[config.mk]
export PLATFORM = sky130hd
export DESIGN_NAME = div_59x35
export DESIGN_NICKNAME = d
export VERILOG_FILES = /design/src/rtl/div_59x35.sv
export SDC_FILE = /design/constraint.sdc
export NUM_CORES = 1
export LEC_CHECK = 0
export BUFFER_PORTS_ARGS = -buffer_cell sky130_fd_sc_hd__clkbuf_2
export CAP_MARGIN = 0
export CORE_MARGIN = 2
export CORE_UTILIZATION = 30
export DETAILED_ROUTE_END_ITERATION = 12
export MAX_ROUTING_LAYER = met4
export PLACE_DENSITY = 0.48
export SETUP_SLACK_MARGIN = 0.15
export SLEW_MARGIN = 20
export SYNTH_ARGS = -nofsm -noshare
export SYNTH_HDL_FRONTEND = slang
export SYNTH_SLANG_ARGS = --single-unit
[constraint.sdc]
create_clock -name clk -period 4.1 [get_ports clk]
set_input_delay 1.23 -clock clk [delete_from_list [all_inputs] [get_ports clk]]
set_output_delay 1.23 -clock clk [all_outputs]
set_load 0.01 [all_outputs]
[src/rtl/div_59x35.sv]
// Sequential signed restoring divider: 59-bit dividend by 35-bit divisor,
// one quotient bit per clock, saturated 24-bit quotient and 35-bit remainder.
module div_59x35 #(
  parameter int DIVIDEND_W = 59,
  parameter int DIVISOR_W  = 35,
  parameter int QUOT_W     = 24
) (
  input  logic                         clk,
  input  logic                         rst_n,
  input  logic                         start,
  input  logic signed [DIVIDEND_W-1:0] a,
  input  logic signed [DIVISOR_W-1:0]  b,
  output logic                         busy,
  output logic                         done,
  output logic signed [QUOT_W-1:0]     q,
  output logic signed [DIVISOR_W-1:0]  r,
  output logic                         ovf,
  output logic                         dz
);

  localparam int CNT_W = $clog2(DIVIDEND_W);
  localparam logic [DIVIDEND_W-1:0] POS_LIM = DIVIDEND_W'((64'd1 << (QUOT_W - 1)) - 64'd1);
  localparam logic [DIVIDEND_W-1:0] NEG_LIM = DIVIDEND_W'(64'd1 << (QUOT_W - 1));
  localparam logic [QUOT_W-1:0]     Q_MAX   = {1'b0, {(QUOT_W-1){1'b1}}};
  localparam logic [QUOT_W-1:0]     Q_MIN   = {1'b1, {(QUOT_W-1){1'b0}}};

  typedef enum logic [1:0] {IDLE, RUN, FIX} state_t;

  state_t                r_state, w_state_nxt;
  logic [CNT_W-1:0]      r_cnt;
  logic [DIVIDEND_W-1:0] r_dvd;
  logic [DIVIDEND_W-1:0] r_quo;
  logic [DIVISOR_W-1:0]  r_bmag;
  logic [DIVISOR_W-1:0]  r_rem;
  logic                  r_sa, r_sb, r_bz;
  logic                  r_done, r_ovf, r_dz;
  logic [QUOT_W-1:0]     r_q;
  logic [DIVISOR_W-1:0]  r_r;

  logic [DIVIDEND_W-1:0] w_amag;
  logic [DIVISOR_W-1:0]  w_bmag;
  logic [DIVISOR_W:0]    w_rem_sh;
  logic [DIVISOR_W-1:0]  w_diff;
  logic                  w_ge;
  logic                  w_neg;

  function automatic logic quot_ovf(input logic [DIVIDEND_W-1:0] mag, input logic neg);
    return neg ? (mag > NEG_LIM) : (mag > POS_LIM);
  endfunction

  function automatic logic [QUOT_W-1:0] sat_quot(input logic [DIVIDEND_W-1:0] mag,
                                                 input logic neg);
    logic [QUOT_W-1:0] m;
    m = mag[QUOT_W-1:0];
    if (quot_ovf(mag, neg)) return neg ? Q_MIN : Q_MAX;
    return neg ? (~m + QUOT_W'(1)) : m;
  endfunction

  // Magnitudes are unsigned so that |-2^(W-1)| stays representable.
  assign w_amag = a[DIVIDEND_W-1] ? ($unsigned(~a) + DIVIDEND_W'(1)) : $unsigned(a);
  assign w_bmag = b[DIVISOR_W-1]  ? ($unsigned(~b) + DIVISOR_W'(1))  : $unsigned(b);

  assign w_rem_sh = {r_rem, r_dvd[DIVIDEND_W-1]};
  assign w_ge     = (w_rem_sh >= {1'b0, r_bmag});
  assign w_diff   = w_rem_sh[DIVISOR_W-1:0] - r_bmag;
  assign w_neg    = r_sa ^ r_sb;

  always_ff @(posedge clk or negedge rst_n) begin
    if (!rst_n) r_state <= IDLE;
    else        r_state <= w_state_nxt;
  end

  always_comb begin
    w_state_nxt = r_state;
    case (r_state)
      IDLE:    if (start) w_state_nxt = RUN;
      RUN:     if (r_cnt == '0) w_state_nxt = FIX;
      FIX:     w_state_nxt = IDLE;
      default: w_state_nxt = IDLE;
    endcase
  end

  always_ff @(posedge clk or negedge rst_n) begin
    if (!rst_n) begin
      r_cnt  <= '0;
      r_dvd  <= '0;
      r_quo  <= '0;
      r_bmag <= '0;
      r_rem  <= '0;
      r_sa   <= 1'b0;
      r_sb   <= 1'b0;
      r_bz   <= 1'b0;
      r_done <= 1'b0;
      r_ovf  <= 1'b0;
      r_dz   <= 1'b0;
      r_q    <= '0;
      r_r    <= '0;
    end else begin
      r_done <= (r_state == FIX);
      case (r_state)
        IDLE: begin
          if (start) begin
            r_dvd  <= w_amag;
            r_quo  <= '0;
            r_rem  <= '0;
            r_bmag <= w_bmag;
            r_sa   <= a[DIVIDEND_W-1];
            r_sb   <= b[DIVISOR_W-1];
            r_bz   <= (b == '0);
            r_cnt  <= CNT_W'(DIVIDEND_W - 1);
          end
        end
        RUN: begin
          // One restoring step: shift in the next dividend bit, subtract if it fits.
          r_dvd <= r_dvd << 1;
          r_rem <= w_ge ? w_diff : w_rem_sh[DIVISOR_W-1:0];
          r_quo <= {r_quo[DIVIDEND_W-2:0], w_ge};
          r_cnt <= r_cnt - CNT_W'(1);
        end
        FIX: begin
          if (r_bz) begin
            r_q   <= r_sa ? Q_MIN : Q_MAX;
            r_r   <= '0;
            r_ovf <= 1'b0;
            r_dz  <= 1'b1;
          end else begin
            r_q   <= sat_quot(r_quo, w_neg);
            r_r   <= r_sa ? (~r_rem + DIVISOR_W'(1)) : r_rem;
            r_ovf <= quot_ovf(r_quo, w_neg);
            r_dz  <= 1'b0;
          end
        end
        default: ;
      endcase
    end
  end

  assign busy = (r_state != IDLE);
  assign done = r_done;
  assign q    = $signed(r_q);
  assign r    = $signed(r_r);
  assign ovf  = r_ovf;
  assign dz   = r_dz;

endmodule

==> summary.txt <==
Clock tree
  – Root Buffer: clkbuf_16
  – Clk pin slew, worst setup/hold paths: ~0.06 ns
  – CTS tree: yes
  – Postcts setup bufs: 0
  – Clock sink total: 261
  – Post_cts resized: 0
  – CTS Hold Buffers Added: 0
  – Clk buf depth: 3
  – CTS buffer count: 34
  – CTS HTree Levels: 2
  – Clk_lat worst skew: between 0.5 and 0.6 ns

Place
  – Gpl congestion: around 0.86
  – DP HPWL: between 30 and 40 mm
  – Inst Count DP: between 2000 and 3000
  – DP Worst Slack: -0.158 ns
  – Placed cell areas: around 17000 µm²
  – PortBufs: about 160

Global routing
  – Largest net degree at the start of global routing: 89
  – GRT busiest layer: met1
  – Antenna violations before repair: 7
  – GRT Overall Usage: about 18%
  – Vias in the first global route: approximately 13000
  – First-pass GRT wire length: 74.3 mm
  – Met1 usage: approximately 25%
  – Total global routing overflow: 0
  – Met2 usage: around a quarter
  – M3 GR Usage: 3.77%

Synthesis
  – Yosys warning count: 0
  – Post-synth EDFFs: 0
  – Syn avg cell area: between 8 and 9 µm²
  – Post-synthesis cell type count: 66
  – Flops & latches, synth: between 200 and 300
  – Post-synth top flop: dfrtp_1
  – Synthesized area: between 15000 and 20000 µm²
  – Sequential share of the synthesized area: approximately two fifths
  – Cell count after synthesis: about 1800
  – Synthesized Nets: 1988
  – Share of the synthesized area in the top cell type: 41.5%
  – Area contributors post-synth: dfrtp_1, o21ai_0, nand2_1
  – Yosys top cell by area: dfrtp_1
  – Synth async-reset ratio: 100%

Pwr
  – Comb power frac: between 50% and 60%
  – Leakage: ~8 nW
  – Power share of the sequential group: a little under a third
  – Power per cell area: 820 nW/µm²
  – Sw Share: about 44%
  – VDD IR max: 0.000365 V
  – Clock power share: between 10% and 20%
  – Sw Pwr: approximately 0.0068 W
  – Power Internal: about 0.0084 W

Routing
  – First-pass DRT Iterations: 5
  – Post-route ant nets: 0
  – Via Count: 13800
  – Residual DRC: 0
  – Vias per cell: between 5 and 6
  – Initial DRC count: 1013
  – WL per Instance: 17.1 µm
  – Final WL: roughly 46 mm

STA
  – Tightest Pin Transition: around 1.0 ns
  – Clk_skew: 0.0176 ns
  – Slew Viols, Final: 0
  – Final period utilization: ~90%
  – RSZ-0062 raised after global routing: false
  – Final WS setup: between 0.3 and 0.4 ns
  – Fmax: roughly 270 MHz
  – Final Critical Period: around 3.7 ns
  – Final setup violation count: 0
  – Hold slack: roughly 0.47 ns
  – Hold Fails Final Rpt: 0
  – Slew HR: 33.5%

Finish
  – Area Growth Syn to Fin: 17.9%
  – Filler Cells Inserted: ~5400
  – Commonest non-fill, non-tap cells in the layout: nand2_1, o21ai_0, dfrtp_1
  – Fin nets: 2119
  – Layout cell share with drive strength beyond 1: approximately 15%
  – Design area: approximately 19000 µm²
  – Fin cells: ~2700
  – Commonest non-fill, non-tap cell in the layout: nand2_1

Die
  – Core box area: 51600 µm²
  – Die width: 233 µm
  – Initial Utilization: between 30 and 40%
  – Die area: approximately 54000 µm²
  – Boundary pin count: 160
  – Die Ht: 233 µm
  – Row cnt: 83

Critical path
  – CP max FO: 8
  – Worst setup SP type: input port
  – Crit Path Category: input port to flip-flop
  – Crit. End Element: flip-flop
  – Worst path arrival time: 4.12 ns
  – Worst endpoint required time: approximately 4.5 ns

Status
  – Status: finished clean

Hold path
  – Worst hold path class: flip-flop to flip-flop

Run
  – Number of max-cap violations: 0
[per-layer routing]
metal  part of all wire [%]  wire (µm)  vias up
met1                     51      23700     6619
met2                     42      19400      294
li1                       -          -     6877
met5                      0          0        -
met4                    1.3        586        0
met3                    5.3       2450       39
[logic make-up (layout without fill, tap and decap cells)]
family | count (synthesis) | in the layout | synth area share (%)
AOI/OAI and AO/OA | 586 | 586 | 22.5
and+or+nand+nor | 616 | 616 | 18.7
muxes | 25 | 25 | 1.61
adders and majority gates | 43 | 43 | 3.47
other | 0 | 8 | 0
buffers and inverters | 174 | 331 | 4.21
DFF | 261 | 261 | 41.5
xor gates and xnor gates | 143 | 143 | 7.97
[power by group through the flow]
stage | clock network (W) | logic (W) | registers, W
after floorplan | 0 | 0.00588 | 0.00425
after global placement | 0 | 0.00759 | 0.00462
after detailed placement | 0 | 0.00767 | 0.00464
after CTS | 0.00302 | 0.00769 | 0.00461
after global routing | 0.00312 | 0.00873 | 0.00477
final | 0.00292 | 0.00766 | 0.00462
[worst max-delay path: stages]
cell	delay (ns)
clkbuf_2	0.09
or4_4	0.53
or3_4	0.34
or4_4	0.44
or3_4	0.38
or4_4	0.46
nor4_4	0.15
buf_4	0.20
a21oi_1	0.07
a31oi_1	0.14
o21ai_1	0.08
[sequential cells by signal, summed over array words and instances, names as in the netlist]
name	count
r_sa	1
done	1
r_quo	59
r_sb	1
r_bz	1
r_cnt	6
r_dvd	59
ovf	1
r_rem	35
r	35
r_state	2
r_bmag	35
dz	1
q	24
[cells in the mapped netlist (17+ instances only)]
| library cell | count |
|---|---|
| or3_1 | 19 |
| o31ai_1 | 39 |
| dfrtp_1 | 261 |
| nor4_1 | 27 |
| nand2b_1 | 34 |
| nor2b_1 | 17 |
| xnor2_1 | 28 |
| nor3_1 | 32 |
| a21oi_1 | 100 |
| nor2_1 | 83 |
| inv_1 | 58 |
| o21ai_0 | 272 |
| o22a_1 | 23 |
| xor2_1 | 115 |
| or4_1 | 22 |
| a22oi_1 | 30 |
| ha_1 | 42 |
| nand3_1 | 29 |
| mux2i_1 | 23 |
| a31oi_1 | 27 |
| a22o_1 | 30 |
| nand2_1 | 295 |
| clkbuf_1 | 104 |
[final timing paths]
kind	from	end	slack (ns)	cells past startpoint
max	a[11]	r_dvd[28]$_DFFE_PN0P_	0.39	11
min	r[32]$_DFFE_PN0P_	r[32]$_DFFE_PN0P_	0.47	2
max reg2reg	r_quo[5]$_DFFE_PN0P_	q[1]$_DFFE_PN0P_	0.48	9
min reg2reg	r[32]$_DFFE_PN0P_	r[32]$_DFFE_PN0P_	0.47	2
max in group asynchronous	rst_n	r[28]$_DFFE_PN0P_	2.42	2
min in group asynchronous	rst_n	r_dvd[2]$_DFFE_PN0P_	0.71	1
[metrics by stage]
step / total power, W / setup TNS (ns) / utilization [%]
floorplan: 0.0101 / -0.00715 / -
global placement: 0.0122 / -0.881 / 33.8
global route: 0.0166 / 0 / 35.9
CTS: 0.0153 / 0 / 35.9
detailed placement: 0.0123 / -1.15 / 33.8
finish: 0.0152 / 0 / 35.9
[layout make-up]
type	instances	area [µm²]	share of cell area, %
Clock buffer	49	997	5.38
Sequential cell	261	6530	35.2
Clock inverter	13	87.6	0.472
Multi-Input combinational cell	1413	8580	46.3
Timing Repair Buffer	211	1260	6.79
Tap cell	680	851	4.59
Inverter	58	218	1.17
Antenna cell	8	20.0	0.108
(Power assumes the default switching activity.)
